==> config.mk <==
export PLATFORM = sky130hd
export DESIGN_NAME = decode_hazard_ctrl
export DESIGN_NICKNAME = d
export VERILOG_FILES = /design/src/rtl/decode_hazard_ctrl.sv
export SDC_FILE = /design/constraint.sdc
export NUM_CORES = 1
export LEC_CHECK = 0
export ABC_AREA = 1
export BUFFER_PORTS_ARGS = -buffer_cell sky130_fd_sc_hd__buf_2
export CORE_MARGIN = 5
export CORE_UTILIZATION = 29
export CTS_CLUSTER_DIAMETER = 80
export CTS_CLUSTER_SIZE = 20
export DETAILED_ROUTE_END_ITERATION = 16
export SLEW_MARGIN = 0
export SYNTH_ARGS = -nofsm -noshare
export SYNTH_HDL_FRONTEND = slang
export SYNTH_SLANG_ARGS = --single-unit
==> constraint.sdc <==
create_clock -name clk -period 3.9 [get_ports clk]
set_input_delay 0.195 -clock clk [delete_from_list [all_inputs] [get_ports clk]]
set_output_delay 0.195 -clock clk [all_outputs]
set_load 0.02 [all_outputs]
==> src/rtl/decode_hazard_ctrl.sv <==
// Decode stage owning the ID/EX register and flag register, with load-use/branch hazard
// detection, branch resolution and halt FSM. Define DECODE_PERF_CNT_EN for perf counters.
module decode_hazard_ctrl #(
  parameter int unsigned DATA_W = 16,
  parameter int unsigned REG_AW = 4
) (
  input  logic              clk,
  input  logic              rst,
  input  logic              fd_valid,
  input  logic [15:0]       fd_instr,
  input  logic [DATA_W-1:0] fd_pc2,
  output logic [REG_AW-1:0] rf_rs1,
  output logic [REG_AW-1:0] rf_rs2,
  input  logic [DATA_W-1:0] rf_rd1,
  input  logic [DATA_W-1:0] rf_rd2,
  input  logic              ex_flag_we,
  input  logic [2:0]        ex_flags,
  output logic              stall,
  output logic              flush,
  output logic [DATA_W-1:0] branch_target,
  output logic              halt,
  output logic              dx_valid,
  output logic [DATA_W-1:0] dx_rd1,
  output logic [DATA_W-1:0] dx_rd2,
  output logic [DATA_W-1:0] dx_imm,
  output logic [REG_AW-1:0] dx_rs1,
  output logic [REG_AW-1:0] dx_rs2,
  output logic [REG_AW-1:0] dx_rd,
  output logic [11:0]       dx_ctrl
`ifdef DECODE_PERF_CNT_EN
  ,
  output logic [31:0]       perf_stall_cnt,
  output logic [31:0]       perf_taken_cnt
`endif
);

  localparam logic [3:0] OpLw  = 4'h8;
  localparam logic [3:0] OpSw  = 4'h9;
  localparam logic [3:0] OpLlb = 4'hA;
  localparam logic [3:0] OpLhb = 4'hB;
  localparam logic [3:0] OpB   = 4'hC;
  localparam logic [3:0] OpBr  = 4'hD;
  localparam logic [3:0] OpPcs = 4'hE;
  localparam logic [3:0] OpHlt = 4'hF;

  typedef enum logic [0:0] {StRun, StHalted} state_e;

  state_e state_q, state_d;

  logic [3:0]        op;
  logic [2:0]        cc;
  logic [REG_AW-1:0] rs1, rs2, rd;
  logic              is_b, is_br, is_pcs;
  logic              use_rs1, use_rs2;
  logic [3:0]        aluop;
  logic              alusrc, memtoreg, pcs, regwrite, memwrite, memread, flag_en, hlt;
  logic [11:0]       ctrl;
  logic [DATA_W-1:0] imm, b_tgt;
  logic [2:0]        flags_q;
  logic              cond;
  logic              run, hz_load, hz_flag, hz_br, hazard, issue;

  logic              dx_valid_q;
  logic [DATA_W-1:0] dx_rd1_q, dx_rd2_q, dx_imm_q;
  logic [REG_AW-1:0] dx_rs1_q, dx_rs2_q, dx_rd_q;
  logic [11:0]       dx_ctrl_q;
  logic              xm_wr_q;
  logic [REG_AW-1:0] xm_rd_q;

  assign op     = fd_instr[15:12];
  assign cc     = fd_instr[11:9];
  assign is_b   = (op == OpB);
  assign is_br  = (op == OpBr);
  assign is_pcs = (op == OpPcs);
  assign rd     = REG_AW'(fd_instr[11:8]);
  assign rs1    = (op == OpLlb || op == OpLhb) ? REG_AW'(fd_instr[11:8]) : REG_AW'(fd_instr[7:4]);
  assign rs2    = (op == OpLw || op == OpSw) ? REG_AW'(fd_instr[11:8]) : REG_AW'(fd_instr[3:0]);
  assign rf_rs1 = rs1;
  assign rf_rs2 = rs2;
  assign b_tgt  = fd_pc2 + (DATA_W'($signed(fd_instr[8:0])) << 1);

  // Control/immediate decode; use_rs* mark sources the instruction actually reads.
  always_comb begin
    aluop    = op;
    alusrc   = 1'b0;
    memtoreg = 1'b0;
    pcs      = 1'b0;
    regwrite = 1'b0;
    memwrite = 1'b0;
    memread  = 1'b0;
    flag_en  = 1'b0;
    hlt      = 1'b0;
    use_rs1  = 1'b0;
    use_rs2  = 1'b0;
    imm      = '0;
    case (op)
      4'h0, 4'h1, 4'h2: begin
        regwrite = 1'b1;
        flag_en  = 1'b1;
        use_rs1  = 1'b1;
        use_rs2  = 1'b1;
      end
      4'h3, 4'h7: begin
        regwrite = 1'b1;
        use_rs1  = 1'b1;
        use_rs2  = 1'b1;
      end
      4'h4, 4'h5, 4'h6: begin
        regwrite = 1'b1;
        alusrc   = 1'b1;
        use_rs1  = 1'b1;
        imm      = DATA_W'(fd_instr[3:0]);
      end
      OpLw: begin
        aluop    = 4'h0;
        alusrc   = 1'b1;
        memtoreg = 1'b1;
        regwrite = 1'b1;
        memread  = 1'b1;
        use_rs1  = 1'b1;
        imm      = DATA_W'($signed(fd_instr[3:0])) << 1;
      end
      OpSw: begin
        aluop    = 4'h0;
        alusrc   = 1'b1;
        memwrite = 1'b1;
        use_rs1  = 1'b1;
        use_rs2  = 1'b1;
        imm      = DATA_W'($signed(fd_instr[3:0])) << 1;
      end
      OpLlb, OpLhb: begin
        alusrc   = 1'b1;
        regwrite = 1'b1;
        use_rs1  = 1'b1;
        imm      = DATA_W'(fd_instr[7:0]);
      end
      OpBr:    use_rs1 = 1'b1;
      OpPcs: begin
        pcs      = 1'b1;
        regwrite = 1'b1;
      end
      OpHlt:   hlt = 1'b1;
      default: ;
    endcase
  end

  assign ctrl = {aluop, alusrc, memtoreg, pcs, regwrite, memwrite, memread, flag_en, hlt};

  // flags_q = {Z, V, N}
  always_comb begin
    cond = 1'b0;
    case (cc)
      3'b000:  cond = ~flags_q[2];
      3'b001:  cond = flags_q[2];
      3'b010:  cond = ~flags_q[2] & ~flags_q[0];
      3'b011:  cond = flags_q[0];
      3'b100:  cond = flags_q[2] | ~flags_q[0];
      3'b101:  cond = flags_q[0] | flags_q[2];
      3'b110:  cond = flags_q[1];
      default: cond = 1'b1;
    endcase
  end

  assign run     = (state_q == StRun);
  assign hz_load = dx_valid_q & dx_ctrl_q[2] &
                   ((use_rs1 & (dx_rd_q == rs1)) | (use_rs2 & (dx_rd_q == rs2)));
  assign hz_flag = (is_b | is_br) & (cc != 3'b111) & dx_valid_q & dx_ctrl_q[1];
  assign hz_br   = is_br & ((dx_valid_q & dx_ctrl_q[4] & (dx_rd_q == rs1)) |
                            (xm_wr_q & (xm_rd_q == rs1)));
  assign hazard  = fd_valid & run & (hz_load | hz_flag | hz_br);

  assign stall         = ~rst & (~run | hazard);
  assign halt          = ~rst & ~run;
  assign flush         = ~rst & fd_valid & run & ~hazard & (is_b | is_br) & cond;
  assign branch_target = flush ? (is_br ? rf_rd1 : b_tgt) : '0;
  assign issue         = fd_valid & run & ~hazard;

  always_comb begin
    state_d = state_q;
    if (issue && hlt) state_d = StHalted;
  end

  always_ff @(posedge clk or posedge rst) begin
    if (rst) begin
      state_q    <= StRun;
      flags_q    <= 3'b000;
      dx_valid_q <= 1'b0;
      dx_ctrl_q  <= '0;
      dx_rd1_q   <= '0;
      dx_rd2_q   <= '0;
      dx_imm_q   <= '0;
      dx_rs1_q   <= '0;
      dx_rs2_q   <= '0;
      dx_rd_q    <= '0;
      xm_wr_q    <= 1'b0;
      xm_rd_q    <= '0;
    end else begin
      state_q    <= state_d;
      if (ex_flag_we) flags_q <= ex_flags;
      dx_valid_q <= issue;
      dx_ctrl_q  <= issue ? ctrl : '0;
      dx_rd1_q   <= is_pcs ? fd_pc2 : rf_rd1;
      dx_rd2_q   <= rf_rd2;
      dx_imm_q   <= imm;
      dx_rs1_q   <= rs1;
      dx_rs2_q   <= rs2;
      dx_rd_q    <= rd;
      // EX never stalls, so EX/MEM always follows ID/EX one cycle later.
      xm_wr_q    <= dx_valid_q & dx_ctrl_q[4];
      xm_rd_q    <= dx_rd_q;
    end
  end

  assign dx_valid = dx_valid_q;
  assign dx_ctrl  = dx_ctrl_q;
  assign dx_rd1   = dx_rd1_q;
  assign dx_rd2   = dx_rd2_q;
  assign dx_imm   = dx_imm_q;
  assign dx_rs1   = dx_rs1_q;
  assign dx_rs2   = dx_rs2_q;
  assign dx_rd    = dx_rd_q;

`ifdef DECODE_PERF_CNT_EN
  logic [31:0] stall_cnt_q, taken_cnt_q;

  always_ff @(posedge clk or posedge rst) begin
    if (rst) begin
      stall_cnt_q <= '0;
      taken_cnt_q <= '0;
    end else begin
      if (stall && run && stall_cnt_q != '1) stall_cnt_q <= stall_cnt_q + 32'd1;
      if (flush && taken_cnt_q != '1) taken_cnt_q <= taken_cnt_q + 32'd1;
    end
  end

  assign perf_stall_cnt = stall_cnt_q;
  assign perf_taken_cnt = taken_cnt_q;
`endif

endmodule

==> run metrics, run 1 <==
status=finished clean; Initial Utilization=29.6%; Final Wtd Congestion=0.940; Most used DFF post-synth=dfrtp_1; Hold Slack=~0.044 ns; HP Class=primary input to flip-flop; Max-Cap Viols=0; wire per inst=15.6 um; Least-Margin Pin Slew=0.979 ns; Area contributors post-synth=dfrtp_1 (47%), nand2_1 (9.2%), nor2_1 (5.3%), inv_1 (5.2%), ha_1 (4.5%); EDFF count, synth=0; drt initial violations=262; cells after synthesis=461; Synth Area per Inst=8.49 um2; CTS tree=yes; Ports=171; DR DRC count=0; Hold Startpoint=fd_instr[9]; CP startpoint=flags_q[2]; post-synthesis sequential area ratio=~47%; Fillers=1376; largest net degree at the start of global routing=75; Leak=2.97 nW; CTS H-tree lvls=3; pwr/cell area=between 400 and 500 nW/um2; Commonest cells post-synth=nand2_1 (96), dfrtp_1 (74), nor2_1 (55); Routed WL=12900 um; via-per-instance ratio=~4.6; chip width=between 100 and 150 um; nets=728; core box area=13200 um2; Netlist cell types=40; Max Slew Vio Count=0; Worst Clk Skew=0.00565 ns; HPWL after DPL=10100 um; Tot GR Track Use=between 15 and 20%; initial antenna violation count=1; clock root buffer=clkbuf_16; area of the multi-input gates=1710 um2; Worst setup SP type=flip-flop; std cell rows=42; Pre-antenna DRT Iters=4; first-pass GRT wire length=20200 um; Yosys reg bits=between 70 and 80; vias post-DR=3745; CP max stage delay=between 0.4 and 0.5 ns; Max Fclk=376 MHz; setup TNS=0 ns; CTS Sinks=74; CTS clk-pin slew, worst paths=0.06 ns; DIE AREA=roughly 16000 um2; CP Capture Type=output port; Synth top area share=between 40% and 50%; period utilisation layout=68.2%; asr flop ratio synth=100%; Die H=126 um; Setup Viol. Count Final=0; Final ANT Viol Nets=0; worst-case clock buffer depth=2; Syn Nets=547; most common cell in the netlist=nand2_1; post_cts resized=0; final hold vios=0; gr ovfl total=0; Yosys warning total=0; Sequential Area=1850 um2; Skew-Pair Late Insertion Delay=about 0.33 ns; PortBufs=170; vias in the first global route=3824; crit path max fanout=13; crit path max-delay cell type=a21oi_1; Ant. Diodes=0; WP data arrival=roughly 2.5 ns; largest area contributor in the netlist=dfrtp_1; Tmin final=~2.7 ns; RSZ-0062 raised after global routing=no; Worst VDD drop=238 uV; relative slew slack=34.6%; Area Overhead vs Synth=37.0%; CTS Buf Count=9; cells along the critical path=o21ai_0 -> a21oi_1 -> nor3_1 -> o21ai_0 -> a21oi_1 -> nand3_2 -> nor2_1 -> buf_2; Worst Path Required=3.70 ns; layout cells sized above 1=between 30 and 40%; kind of critical path=flip-flop to output port; Placed Instances=791; worst r2r src=dx_rd[3]; Non-Filler Instances=823; synthesized cell area=3910 um2
-- layout by cell type, fill, tap and decap left out, types with 5 or more instances in the layout --
master and count:
a21oi_1 22, buf_2 170, clkbuf_16 9, dfrtp_1 74, dlygate4sd3_1 16, ha_1 14, inv_1 53, mux2_2 11
nand2_1 96, nand2_2 5, nand3_1 32, nand4_1 9, nor2_1 55, nor3_1 5, o21ai_0 24, o22ai_1 5
xor2_1 5
-- kinds of logic after synthesis --
| group | Yosys count | share of synthesized area [%] |
|---|---|---|
| adders and majority gates | 15 | 4.99 |
| xor gates and xnor gates | 7 | 1.57 |
| and+or+nand+nor | 215 | 24.4 |
| DFF | 74 | 47.3 |
| buffers and inverters | 74 | 8.92 |
| AOI/OAI and AO/OA | 64 | 9.40 |
| muxes | 12 | 3.42 |
-- where the power goes --
group          internal [mW]  switching [mW]  total (mW)  leakage [nW]
Clock                  0.615           0.322       0.937         0.166
Combinational          0.144           0.253       0.397          1.90
Sequential             0.805          0.0140       0.819         0.907
Total                   1.56           0.589        2.15          2.97
-- per-stage QoR --
step / setup slack, ns / power [mW] / area [um2] / utilization, %
floorplan: 0.911 / 1.08 / 3910 / -
global placement: 1.38 / 1.21 / 4860 / 36.7
detailed placement: 1.28 / 1.22 / 4860 / 36.7
CTS: 1.17 / 2.18 / 5360 / 40.5
global route: 1.02 / 2.26 / 5360 / 40.5
finish: 1.24 / 2.15 / 5360 / 40.5
-- registers in the layout (all words and copies together), names as in the netlist --
| register | flops |
|---|---|
| xm_rd_q | 4 |
| xm_wr_q | 1 |
| dx_rd1 | 16 |
| flags_q | 3 |
| dx_rd2 | 16 |
| dx_rs1 | 4 |
| dx_imm | 9 |
| dx_rs2 | 4 |
| state_q | 1 |
| dx_valid | 1 |
| dx_ctrl | 11 |
| dx_rd | 4 |
-- cell type report --
cell class / instances / share of cell area (%)
inverter: 56 / 3.94
clock inverter: 3 / 1.28
timing repair buffer: 188 / 19.1
multi-input combinational: 313 / 31.9
clock buffer: 13 / 5.04
tap: 176 / 4.11
sequential: 74 / 34.5
-- repair_timing --
item,in CTS,in global routing
hold buffers,16,0
endpoints found under the hold margin,16,0
setup buffers,0,0
-- critical path, delay by kind of cell (launching register included) --
| kind | cells | cell delay (ns) |
|---|---|---|
| simple gates | 3 | 0.78 |
| flops | 1 | 0.39 |
| buf+inv | 1 | 0.19 |
| compound gates | 4 | 0.77 |
-- path summary, 6_finish.rpt --
path                               endpoint  slack (ns)  cells after the start
max                        branch_target[5]        1.24                      8
min                                dx_rd[1]        0.04                      1
max reg2reg                      dx_ctrl[3]        2.13                     11
min reg2reg                      xm_rd_q[3]        0.43                      0
max in group asynchronous          dx_rd[3]        3.09                      3
min in group asynchronous         dx_rd1[2]        0.19                      3
-- layer usage --
metal	share of wire [%]	up-vias	global-route usage, %
li1	-	1857	-
met2	49	127	27.4
met3	7.5	14	4.95
met4	1.4	2	4.98
met1	42	1745	19.9
met5	0.085	-	0
Note: power is estimated with default switching activity, not from simulation.
==> run 2: changes to the inputs <==
--- a/config.mk
+++ b/config.mk
@@ -5,7 +5,7 @@
 export SDC_FILE = /design/constraint.sdc
 export NUM_CORES = 1
 export LEC_CHECK = 0
-export ABC_AREA = 1
+export ABC_AREA = 0
 export BUFFER_PORTS_ARGS = -buffer_cell sky130_fd_sc_hd__buf_2
 export CORE_MARGIN = 5
 export CORE_UTILIZATION = 29
==> constraint.sdc (replaced) <==
create_clock -name clk -period 2.2 [get_ports clk]
set_input_delay 0.11 -clock clk [delete_from_list [all_inputs] [get_ports clk]]
set_output_delay 0.11 -clock clk [all_outputs]
set_load 0.02 [all_outputs]
==> run metrics, run 2 <==
WP data arrival=2.28 ns; Worst Clk Skew=0.00792 ns; CTS Buf Count=9; std cell rows=a little over 40; CTS clk-pin slew, worst paths=approximately 0.060 ns; r2r setup slk=~0.28 ns; worst r2r src=dx_ctrl[4]; largest net degree at the start of global routing=65; DIE AREA=15400 um2; EDFF count, synth=0; via-per-instance ratio=about 4.7; clock root buffer=clkbuf_16; layout cells sized above 1=50.6%; Synth top area share=49.0%; HPWL after DPL=9700 um; status=complete, but fails checks; post-route cell area=6300 um2; Commonest cells post-synth=dfrtp_1 (74), nand2_1 (36), nor2_1 (26); chip width=124 um; Area contributors post-synth=dfrtp_1 (49%), mux2_2 (6.0%), ha_1 (4.6%), nand2_1 (3.6%), a21oi_1 (3.3%); Max-Cap Viols=0; Top delay family on crit path=compound AO/OA/AOI/OAI gates; cells along the critical path=inv_2 -> mux2i_4 -> a2111oi_4 -> a21oi_2 -> nor3_2 -> nand4_4 -> buf_12 -> a2111oi_4 -> buf_4; CTS Sinks=74; capture point of the worst path=branch_target[15]; Worst setup SP type=flip-flop; drt initial violations=179; Final ANT Viol Nets=0; worst-case clock buffer depth=2; CP max stage delay=~0.4 ns; Final Wtd Congestion=0.857; worst r2r dst=dx_ctrl[1]; Max Fclk=about 420 MHz; cells after synthesis=358; Die H=124 um; CTS H-tree lvls=3; Pre-antenna DRT Iters=4; CTS tree=yes; Setup Viol. Count Final=17; RSZ-0062 raised after global routing=yes; pwr/cell area=639 nW/um2; Netlist cell types=51; Synth Area per Inst=between 10 and 15 um2; pre-CTS setup slack=-0.241 ns; core box area=12700 um2; Leak=3.07 nW; DR DRC count=0; Initial Utilization=29.8%; vias post-DR=3720; nets=~700; CP Capture Type=output port; Least-Margin Pin Slew=0.415 ns; initial antenna violation count=0; Ports=171; first-pass GRT wire length=20200 um; Fillers=1153; relative slew slack=~72%; Buf/Inv on CP=3; failing checks=setup timing; Yosys reg bits=between 70 and 80; Crit path top cell by count=a2111oi_4; Tmin final=2.39 ns; synthesized cell area=3780 um2; post-synthesis sequential area ratio=49.0%; Syn Nets=444; Ant. Diodes=0; critical path depth=9; commonest non-fill, non-tap cells in the layout=buf_2 (150), dfrtp_1 (74), buf_4 (68), nand2_1 (36), dlygate4sd3_1 (26); Yosys warning total=0; kind of critical path=flip-flop to output port; vias in the first global route=3960; asr flop ratio synth=100%; Most used DFF post-synth=dfrtp_1; most common cell in the netlist=dfrtp_1; R2R depth=6; HP Class=primary input to flip-flop; Placed Area=about 5200 um2; crit path max fanout=5; Worst Path Required=2.09 ns; Max Slew Vio Count=0; Routed WL=13000 um; final hold vios=0; largest area contributor in the netlist=dfrtp_1; crit path max-delay cell type=dfrtp_1; Worst VDD drop=322 uV; period utilisation layout=109%; wire per inst=between 15 and 20 um; PortBufs=170; gr ovfl total=0; Area Overhead vs Synth=66.9%; Skew-Pair Late Insertion Delay=0.34 ns; final worst slack=-0.190 ns; commonest non-fill, non-tap cell in the layout=buf_2; area of the multi-input gates=2000 um2; Tot GR Track Use=around 17%; Sequential Area=around 1900 um2; CP startpoint=flags_q[0]
run 2: changes by cell type after synthesis, sizes merged, moves of 6 or more:
cell | previous run | this run
nand2b | 0 | 6
nand2 | 101 | 36
o21ai | 25 | 17
nor2 | 59 | 26
mux2 | 11 | 21
nand3 | 35 | 9
xnor2 | 2 | 11
inv | 55 | 15
a211oi | 0 | 9
run 2: what timing repair did:
action / 4_1_cts / 5_1_grt
endpoints found under the setup margin: 18 / 18
setup buffers: 6 / 12
endpoints found under the hold margin: 34 / 0
pin swaps: 9 / 10
hold buffers: 26 / 0
gates resized for setup: 42 / 43
cloned: 1 / 0
run 2: final cells by class:
| class | instances | share of cell area, % |
|---|---|---|
| Inverter | 15 | 0.992 |
| Tap cell | 172 | 3.41 |
| Clock buffer | 10 | 3.63 |
| Clock inverter | 6 | 1.79 |
| Sequential cell | 74 | 29.4 |
| Multi-Input combinational cell | 250 | 31.7 |
| Timing Repair Buffer | 266 | 29.1 |
run 2: worst min path at each step:
stage	cells after the start	startpoint	slack, ns	to
3_3_place_gp	2	rst	0.06	dx_rs1[2]
6_report	2	rf_rd1[8]	0.01	dx_rd1[8]
5_1_grt	2	rf_rd1[8]	0.01	dx_rd1[8]
4_1_cts	2	rf_rd1[8]	0.001	dx_rd1[8]
2_1_floorplan	0	rf_rd2[0]	0.14	dx_rd2[0]
3_5_place_dp	2	rst	0.08	dx_rs1[2]
run 2: cell families (layout without fill, tap and decap cells):
group,after synthesis,after routing,share of synthesized area [%]
compound gates,76,76,12.9
simple gates,114,114,16.0
buf+inv,34,297,4.80
flops,74,74,49.0
fa+ha+maj,15,15,5.17
mux,26,26,7.69
xor+xnor,19,19,4.41
run 2: stage by stage:
stage | setup TNS, ns | hold slack [ns] | power, mW | std cells | utilization [%]
floorplan | -0.325 | 0.141 | 1.90 | 358 | -
global placement | -1.94 | 0.0599 | 2.22 | 734 | 41.1
CTS | -3.59 | 0.00117 | 4.02 | 783 | 47.7
detailed placement | -3.08 | 0.0792 | 2.24 | 734 | 41.1
finish | -2.56 | 0.0132 | 4.03 | 793 | 49.7
global route | -4.89 | 0.0117 | 4.21 | 793 | 49.7
run 2: layer usage:
metal	vias up	track usage (%)	share of wire (%)
li1	1779	-	-
met1	1788	20.9	41
met2	125	28.7	49
met3	28	4.54	6.7
met4	0	8.62	2.7
met5	-	0	0
run 2: power by group:
part / switching (mW) / internal [mW] / total [mW] / leakage (nW)
Combinational: 0.485 / 0.396 / 0.881 / 1.99
Sequential: 0.0273 / 1.43 / 1.45 / 0.906
Clock: 0.580 / 1.11 / 1.69 / 0.167
Total: 1.09 / 2.93 / 4.03 / 3.07
